$ cat config.mk
export PLATFORM = sky130hd
export DESIGN_NAME = shift_sequencer
export DESIGN_NICKNAME = d
export VERILOG_FILES = /design/src/rtl/shift_sequencer.sv
export SDC_FILE = /design/constraint.sdc
export NUM_CORES = 1
export LEC_CHECK = 0
export CAP_MARGIN = 20
export CORE_MARGIN = 2
export CORE_UTILIZATION = 54
export CTS_CLUSTER_DIAMETER = 40
export DETAILED_ROUTE_END_ITERATION = 8
export DONT_BUFFER_PORTS = 1
export PLACE_DENSITY = 0.79
export SLEW_MARGIN = 20
export SYNTH_ARGS = -nofsm -noshare
export SYNTH_HDL_FRONTEND = slang
export SYNTH_SLANG_ARGS = --single-unit
$ cat constraint.sdc
create_clock -name CLK -period 1.65 [get_ports CLK]
set_input_delay 0.0825 -clock CLK [delete_from_list [all_inputs] [get_ports CLK]]
set_output_delay 0.0825 -clock CLK [all_outputs]
set_load 0.01 [all_outputs]
$ cat src/rtl/shift_sequencer.sv
// Command sequencer for a 4-bit universal shift register: runs LOAD/PUSH/CYCLE for N cycles, then pulses DONE.
// Optional feature: define SEQ_ABORT_EN to let ABORT end an in-progress run early.
module shift_sequencer #(
  parameter int unsigned WIDTH = 4,
  parameter int unsigned CNT_W = 4
) (
  input  logic             CLK,
  input  logic             RESET_L,
  input  logic             CMD_VALID,
  output logic             CMD_READY,
  input  logic [1:0]       CMD_OP,
  input  logic             CMD_DIR,
  input  logic             CMD_SIN,
  input  logic [WIDTH-1:0] CMD_DATA,
  input  logic [CNT_W-1:0] CMD_STEPS,
  input  logic             ABORT,
  output logic             ENB,
  output logic [1:0]       MODO,
  output logic             DIR,
  output logic             S_IN,
  output logic [WIDTH-1:0] D,
  output logic             BUSY,
  output logic             DONE,
  output logic             ERR
);

  localparam logic [1:0] MODO_LOAD  = 2'b00;
  localparam logic [1:0] MODO_PUSH  = 2'b01;
  localparam logic [1:0] MODO_CYCLE = 2'b10;

  localparam logic [1:0] OP_LOAD   = 2'b00;
  localparam logic [1:0] OP_SHIFT  = 2'b01;
  localparam logic [1:0] OP_ROTATE = 2'b10;
  localparam logic [1:0] OP_RSVD   = 2'b11;

  typedef enum logic [1:0] {S_IDLE, S_EXEC, S_DONE} state_t;

  state_t             r_state, w_state_nxt;
  logic [CNT_W-1:0]   r_cnt, w_cnt_nxt;
  logic [1:0]         r_op, w_op_nxt;
  logic               r_enb, w_enb_nxt;
  logic [1:0]         r_modo, w_modo_nxt;
  logic               r_dir, w_dir_nxt;
  logic               r_sin, w_sin_nxt;
  logic [WIDTH-1:0]   r_d, w_d_nxt;
  logic               r_busy, w_busy_nxt;
  logic               r_done, w_done_nxt;
  logic               r_err, w_err_nxt;
  logic               w_abort;

`ifdef SEQ_ABORT_EN
  assign w_abort = ABORT;
`else
  assign w_abort = ABORT & 1'b0;
`endif

  function automatic logic [1:0] modo_of(input logic [1:0] op);
    case (op)
      OP_SHIFT:  modo_of = MODO_PUSH;
      OP_ROTATE: modo_of = MODO_CYCLE;
      default:   modo_of = MODO_LOAD;
    endcase
  endfunction

  // Next state plus next values of every registered output
  always_comb begin
    w_state_nxt = r_state;
    w_cnt_nxt   = r_cnt;
    w_op_nxt    = r_op;
    w_enb_nxt   = 1'b0;
    w_modo_nxt  = MODO_LOAD;
    w_dir_nxt   = r_dir;
    w_sin_nxt   = r_sin;
    w_d_nxt     = r_d;
    w_busy_nxt  = 1'b0;
    w_done_nxt  = 1'b0;
    w_err_nxt   = 1'b0;
    case (r_state)
      S_IDLE: begin
        if (CMD_VALID) begin
          w_op_nxt   = CMD_OP;
          w_cnt_nxt  = CMD_STEPS;
          w_busy_nxt = 1'b1;
          if (CMD_OP == OP_LOAD ||
              (CMD_OP != OP_RSVD && CMD_STEPS != CNT_W'(0))) begin
            w_state_nxt = S_EXEC;
            w_enb_nxt   = 1'b1;
            w_modo_nxt  = modo_of(CMD_OP);
            w_dir_nxt   = CMD_DIR;
            w_sin_nxt   = CMD_SIN;
            w_d_nxt     = CMD_DATA;
          end else begin
            w_state_nxt = S_DONE;
            w_done_nxt  = 1'b1;
            w_err_nxt   = (CMD_OP == OP_RSVD);
          end
        end
      end
      S_EXEC: begin
        w_busy_nxt = 1'b1;
        if (w_abort || r_op == OP_LOAD || r_cnt == CNT_W'(1)) begin
          w_state_nxt = S_DONE;
          w_done_nxt  = 1'b1;
          w_err_nxt   = w_abort;
        end else begin
          w_cnt_nxt  = r_cnt - CNT_W'(1);
          w_enb_nxt  = 1'b1;
          w_modo_nxt = modo_of(r_op);
        end
      end
      default: w_state_nxt = S_IDLE;
    endcase
  end

  always_ff @(posedge CLK or negedge RESET_L) begin
    if (!RESET_L) begin
      r_state <= S_IDLE;
      r_cnt   <= '0;
      r_op    <= OP_LOAD;
      r_enb   <= 1'b0;
      r_modo  <= MODO_LOAD;
      r_dir   <= 1'b0;
      r_sin   <= 1'b0;
      r_d     <= '0;
      r_busy  <= 1'b0;
      r_done  <= 1'b0;
      r_err   <= 1'b0;
    end else begin
      r_state <= w_state_nxt;
      r_cnt   <= w_cnt_nxt;
      r_op    <= w_op_nxt;
      r_enb   <= w_enb_nxt;
      r_modo  <= w_modo_nxt;
      r_dir   <= w_dir_nxt;
      r_sin   <= w_sin_nxt;
      r_d     <= w_d_nxt;
      r_busy  <= w_busy_nxt;
      r_done  <= w_done_nxt;
      r_err   <= w_err_nxt;
    end
  end

  assign CMD_READY = (r_state == S_IDLE);
  assign ENB       = r_enb;
  assign MODO      = r_modo;
  assign DIR       = r_dir;
  assign S_IN      = r_sin;
  assign D         = r_d;
  assign BUSY      = r_busy;
  assign DONE      = r_done;
  assign ERR       = r_err;

endmodule

==> summary.md, run 1 <==
| Metric | Value |
|---|---|
| WL final | `between 1500 and 2000 um` |
| Final #Nets | `~120` |
| Routed WL per cell | `16.6 um` |
| Top-level I/O count | `29` |
| RSZ-0062 raised after global routing | `yes` |
| Synth area leaders | `dfrtp_1 52%, mux2_4 9.4%, nand2_1 3.9%, o21ai_0 3.1%, ha_1 2.6%` |
| Final GP Congestion | `between 0.8 and 0.9` |
| Drt pass-1 iters | `4` |
| DRT iter0 DRCs | `15` |
| Total power per unit cell area | `between 1500 and 2000 nW/um2` |
| Commonest cells post-synth | `20 x dfrtp_1, 10 x nand2_1, 6 x mux2_4, 6 x o21ai_0, 5 x nor2_1` |
| Total number of vias | `just under 700` |
| CP max FO | `5` |
| Placed cell area | `slightly above 1000 um2` |
| PnR worst setup slack | `0.0549 ns` |
| Grt total ovfl | `0` |
| Clock Path Buffers | `2` |
| Initial core utilization | `0.565` |
| Nature of the critical path startpoint | `register` |
| Worst path max stage delay | `between 0.4 and 0.5 ns` |
| Crit-path leading delay family | `compound AO/OA/AOI/OAI gates` |
| CP Capture Type | `register` |
| Share of layout cells above drive strength 1 | `0.310` |
| CTS Buf Count | `3` |
| Endpoints failing setup | `0` |
| CTS Sinks | `20` |
| GRT Overall Usage | `0.209` |
| Hold Path Class | `in2reg` |
| Skew final | `around 0.011 ns` |
| Slew Limit Fails | `0` |
| Yosys top cell by area | `dfrtp_1` |
| ANT nets after route | `0` |
| Mean Syn Cell Area | `~13 um2` |
| Cell Area, Synth | `955 um2` |
| Worst hold slack | `0.0229 ns` |
| Syn_nets | `92` |
| WP buf/inv | `0` |
| Clock slew at reported path FFs | `0.12 ns` |
| TritonCTS clock tree | `built` |
| Async S/R FF share, synth | `1.00` |
| Post-DP HPWL | `approximately 1300 um` |
| Fmax | `627 MHz` |
| CP Launch Point | `r_cnt[0]` |
| Ys flop type | `dfrtp_1` |
| Most common cell in the netlist | `dfrtp_1` |
| Root Driver | `clkbuf_4` |
| Synth top area share | `0.524` |
| Number of port buffers | `0` |
| Post-synth EDFFs | `0` |
| Number of global-route vias before repair | `665` |
| Hold Fails Final Rpt | `0` |
| Largest net degree at the start of global routing | `21` |
| Die Wd | `about 46 um` |
| Critical path class | `reg2reg` |
| H-Tree Depth | `1` |
| Worst-Skew Late Latency | `~0.30 ns` |
| Worst reg2reg startpoint | `r_cnt[0]` |
| Synth warnings | `0` |
| Die Span Y | `about 46 um` |
| Gate Count Post-Synth | `74` |
| Required time of the critical path | `~1.8 ns` |
| First-pass GRT wire length | `slightly above 3000 um` |
| CP max stage cell | `dfrtp_1` |
| Run status | `finished clean` |
| Period Utilization, post-route | `0.967` |
| Crit path time final | `around 1.6 ns` |
| Core Area | `between 1500 and 2000 um2` |
| Ant. Diodes | `0` |
| HP Start | `CMD_VALID` |
| Leak pwr | `approximately 0.00056 uW` |
| Design area | `around 1200 um2` |
| Max VDD drop | `around 0.0010 V` |
| Register bit total from synthesis | `20` |
| Dpl ws | `0.00522 ns` |
| Tightest Pin Transition | `0.862 ns` |
| Remaining DRCs | `0` |
| Synthesis-to-finish area growth | `29.2%` |
| WP data arrival | `around 1.8 ns` |
| Netlist cell types | `26` |
| Via/cell ratio | `5.94` |
| Sequential share of the synthesized area | `0.524` |
| Antenna violations before repair | `0` |
| Die area | `2120 um2` |
| Crit-path cells | `ha_1, or3b_4, o211ai_4, and2_1, a221o_2` |
| Slew margin rel. | `0.424` |
| Row cnt | `15` |
| Max Cap Viol | `0` |
through the flow:
| step | setup TNS [ns] | util | power (uW) | cells |
|---|---|---|---|---|
| 2_1_floorplan | 0 | - | 1570 | 74 |
| 3_3_place_gp | 0 | 0.600 | 1780 | 96 |
| 3_5_place_dp | 0 | 0.600 | 1820 | 96 |
| 4_1_cts | 0 | 0.716 | 2270 | 114 |
| 5_1_grt | -0.00887 | 0.730 | 2510 | 117 |
| 6_report | 0 | 0.730 | 2330 | 117 |
registers in the layout, indices dropped and copies added, names as in the netlist:
name     count
D            4
r_cnt        4
MODO         2
r_op         2
r_state      2
BUSY         1
DIR          1
DONE         1
ENB          1
ERR          1
S_IN         1
power by group:
group / internal [uW] / switching [uW] / total [uW]
logic: 536 / 418 / 954
registers: 716 / 265 / 981
clock network: 245 / 151 / 396
total: 1500 / 834 / 2330
cells by family after synthesis:
kind of cell,Yosys count,share of synthesized area
mux,7,0.105
fa+ha+maj,3,0.0406
flops,20,0.524
compound gates,16,0.145
buf+inv,2,0.00787
simple gates,26,0.177
path summary, 6_finish.rpt:
check / end / slack [ns] / depth (start not counted)
max: r_cnt[0] / 0.05 / 5
min: r_op[1] / 0.02 / 3
max reg2reg: r_cnt[0] / 0.05 / 5
min reg2reg: BUSY / 0.52 / 1
max in group asynchronous: r_cnt[3] / 0.79 / 1
min in group asynchronous: DIR / 0.33 / 1
area by class of cell:
class                           count  area [um2]
Inverter                            2        7.51
Clock buffer                        3        22.5
Tap cell                           17        21.3
Timing Repair Buffer               22         200
Multi-Input combinational cell     52         452
Sequential cell                    20         500
Clock inverter                      1        30.0
Fill cell                         117         455
layout by cell type, fill, tap and decap left out:
cell           synthesis  layout
dfrtp_1               20      20
dlygate4sd3_1          0      14
nand2_1               10       9
buf_4                  0       8
o21ai_0                6       6
mux2_4                 6       6
nor2_1                 5       5
clkbuf_4               0       3
nand2b_1               2       2
o32ai_1                2       2
a22o_1                 2       2
o221a_2                2       2
ha_1                   2       2
inv_2                  0       1
inv_1                  2       1
nand2_4                1       1
nor4_4                 1       1
maj3_4                 1       1
and2b_2                1       1
or3b_4                 0       1
o211ai_4               1       1
nor3b_2                1       1
and3_1                 1       1
nor2_8                 1       1
nand2_2                0       1
o311a_1                1       1
nor3_1                 1       1
mux2i_1                1       1
o221ai_1               1       1
and2_1                 1       1
a221o_2                1       1
bufinv_16              0       1
tightest hold or removal path, stage by stage:
cell	delay [ns]
nand2_4	0.08
nand2_1	0.09
nand2_1	0.05
routing by layer:
layer | GRT usage | part of all wire | vias to the layer above
met1 | 0.290 | 0.43 | 341
met3 | 0.0476 | 0.066 | 0
met5 | 0 | 0 | -
met4 | 0.0514 | 0 | 0
met2 | 0.331 | 0.50 | 26
li1 | - | - | 328
repair_timing:
action | CTS | global route
gates resized for setup | 1 | 2
setup endpoints to repair | 2 | 4
hold endpoints to repair | 36 | 0
pin swaps | 0 | 1
cloned | 0 | 0
hold buffers | 14 | 0
buffers inserted | 0 | 3
No activity file was read; power rests on OpenSTA's default activity.
==> inputs of run 2 (changes only) <==
Settings changed: CORE_MARGIN 2 to 4, SKIP_LAST_GASP set to 1.
Clock period 1.65 ns to 1.3 ns, I/O delays scaled along.
==> run 2 against run 1 <==
Against the previous run: the run now ends with negative setup slack left; sequential share of layout area shrank 4.0 points; clock skew decreased by 0.0030 ns; sequential power up 25%; combinational power increased by 81%; critical path depth rose by 1; first-iteration DRC count rose by 100%; critical path type unchanged; critical endpoint unchanged; largest cell class unchanged; largest power group is now combinational cells.
==> summary.md, run 2 (synthesis gave the netlist of run 1 again) <==
| Metric | Value |
|---|---|
| Drt pass-1 iters | `4 (unchanged)` |
| CP Capture Type | `register` |
| Pwr Total | `3480 uW (+49%)` |
| GRT Overall Usage | `0.229 (+0.0190)` |
| ANT nets after route | `0 (unchanged)` |
| Final #Nets | `129 (+8.4%)` |
| Final GP Congestion | `0.934 (+8.0%)` |
| Post-DP HPWL | `1590 um (+20%)` |
| Placed cell area | `1100 um2 (+9.0%)` |
| Reg area | `500 um2 (unchanged)` |
| R2r worst-path depth | `6 (+1)` |
| DRT iter0 DRCs | `30 (+15)` |
| GRT met3 Usage | `0.0602 (+0.0126)` |
| Run status | `complete, but fails checks` |
| Clock Path Buffers | `2 (unchanged)` |
| Total power per unit cell area | `2540 nW/um2 (+34%)` |
| Crit path time final | `1.60 ns (+0.00849 ns)` |
| CP max stage cell | `dfrtp_1` |
| Area taken by multi-input logic gates | `497 um2 (+10%)` |
| Initial core utilization | `0.599 (+0.0337)` |
| Leak pwr | `0.000626 uW (+12%)` |
| Reg-to-Reg End | `r_cnt[0]` |
| Share of layout cells above drive strength 1 | `0.409 (+0.0991)` |
| Clock slew at reported path FFs | `0.12 ns (about the same)` |
| HP Start | `CMD_OP[1]` |
| Ant. Diodes | `0 (unchanged)` |
| Violated checks | `negative setup slack` |
| Fmax | `624 MHz (-0.53%)` |
| Routed WL per cell | `19.4 um (+17%)` |
| Grt total ovfl | `0 (unchanged)` |
| Die Span Y | `50.0 um (+8.7%)` |
| RSZ-0062 raised after global routing | `yes` |
| Required time of the critical path | `1.51 ns (-0.32 ns)` |
| Tightest Pin Transition | `0.889 ns (+0.0277 ns)` |
| Most common cell after layout, fill and taps aside | `dfrtp_1` |
| CTS Sinks | `20 (unchanged)` |
| Total number of vias | `788 (+13%)` |
| Layout fillers | `80 (-32%)` |
| H-Tree Depth | `1 (unchanged)` |
| WP data arrival | `1.81 ns (+0.03 ns)` |
| Row cnt | `14 (-1)` |
| Grt met1 use | `0.275 (-0.0150)` |
| WL final | `2600 um (+34%)` |
| Max Cap Viol | `0 (unchanged)` |
| Die Wd | `50.0 um (+8.7%)` |
| Number of global-route vias before repair | `846 (+27%)` |
| Worst path max stage delay | `0.41 ns (about the same)` |
| Hold Path Class | `in2reg` |
| Critical path class | `reg2reg` |
| TritonCTS clock tree | `built` |
| Period Utilization, post-route | `1.23 (+0.267)` |
| Slew Limit Fails | `0 (unchanged)` |
| Slew margin rel. | `0.405 (-0.0185)` |
| Design area | `1370 um2 (+11%)` |
| Antenna violations before repair | `0 (unchanged)` |
| CTS Buf Count | `3 (unchanged)` |
| Top-level I/O count | `29 (unchanged)` |
| Synthesis-to-finish area growth | `43.5%` |
| Endpoints failing setup | `16 (+16)` |
| Worst Hold End | `ENB` |
| Skew final | `0.00753 ns (-0.00298 ns)` |
| Worst-Skew Late Latency | `0.31 ns (about the same)` |
| Met2 usage | `0.359 (+0.0281)` |
| Hold Path Depth | `2 (-1)` |
| Root Driver | `clkbuf_4` |
| Hold Fails Final Rpt | `0 (unchanged)` |
| Via/cell ratio | `5.88 (-1.0%)` |
| Max VDD drop | `0.00163 V (+58%)` |
| Remaining DRCs | `0 (unchanged)` |
| Number of port buffers | `0 (unchanged)` |
| Commonest non-fill, non-tap cells in the layout | `20 x dfrtp_1, 16 x buf_4, 14 x dlygate4sd3_1` |
| CP max FO | `5 (unchanged)` |
| Worst reg2reg startpoint | `r_cnt[1]` |
| Largest net degree at the start of global routing | `21 (unchanged)` |
| WP buf/inv | `1 (+1)` |
| Nature of the critical path startpoint | `register` |
| Busiest layer in global routing | `met2` |
| First-pass GRT wire length | `4130 um (+33%)` |
| Core Area | `1590 um2 (-5.6%)` |
| Crit-path leading delay family | `simple AND/OR/NAND/NOR gates` |
| Die area | `2500 um2 (+18%)` |
| PnR worst setup slack | `-0.304 ns (-0.358 ns)` |
| R2r setup slk | `-0.30 ns (-0.36 ns)` |
| Crit-path cells | `inv_2, ha_2, or3b_4, o211ai_4, nor2_1, a221o_2` |
run 2: cell types whose count changed in the layout (fill, tap and decap cells not counted), sizes merged:
cell  delta
buf     +10
run 2: how the worst max path moves through the flow:
stage / from / to / slack, ns / cells past startpoint
2_1_floorplan: r_cnt[1] / r_cnt[0] / -0.23 / 6
3_3_place_gp: r_cnt[1] / r_cnt[0] / -0.22 / 6
3_5_place_dp: r_cnt[1] / r_cnt[0] / -0.26 / 6
4_1_cts: r_cnt[1] / r_cnt[0] / -0.27 / 6
5_1_grt: r_cnt[1] / r_cnt[0] / -0.32 / 6
6_report: r_cnt[1] / r_cnt[0] / -0.30 / 6
run 2: metal layers:
metal  vias up  routed length (um)
met5         -                   0
met4         0                  87
met3        14                 152
met2        42                1270
met1       391                1090
li1        341                   -
run 2: repair_timing:
| action | in CTS | in global routing |
|---|---|---|
| hold buffers | 13 | 1 |
| setup endpoints to repair | 16 | 16 |
| setup buffers | 3 | 1 |
| pin swaps | 3 | 2 |
| gates resized for setup | 5 | 3 |
| cloned | 0 | 0 |
| endpoints found under the hold margin | 36 | 1 |
run 2: cell type report:
cell class / count / area share
Sequential cell: 20 / 0.365
Multi-Input combinational cell: 52 / 0.363
Tap cell: 24 / 0.0219
Clock inverter: 1 / 0.0219
Inverter: 2 / 0.00548
Timing Repair Buffer: 32 / 0.206
Clock buffer: 3 / 0.0164
run 2: per-stage QoR:
stage	utilization	instances	hold slack (ns)	setup TNS, ns	setup WS, ns
2_1_floorplan	-	74	-0.231	-0.735	-0.230
3_3_place_gp	0.693	112	-0.230	-1.48	-0.223
3_5_place_dp	0.693	112	-0.230	-2.03	-0.263
4_1_cts	0.841	132	-0.0864	-2.15	-0.268
5_1_grt	0.859	134	0.0580	-3.12	-0.325
6_report	0.859	134	0.0756	-2.66	-0.304
run 2: power breakdown:
part,leakage (uW),total (uW),switching [uW],internal (uW)
combinational,0.000353,1730,776,951
sequential,0.000246,1230,322,908
clock,0.0000279,519,207,312
total,0.000626,3480,1310,2170
run 2: worst reg2reg max path, delay by kind of cell, from the launching register on:
| family | cells | cell delay, ns |
|---|---|---|
| adders and majority gates | 1 | 0.15 |
| buffers and inverters | 1 | 0.06 |
| DFF | 1 | 0.41 |
| and+or+nand+nor | 2 | 0.46 |
| AOI/OAI and AO/OA | 2 | 0.42 |
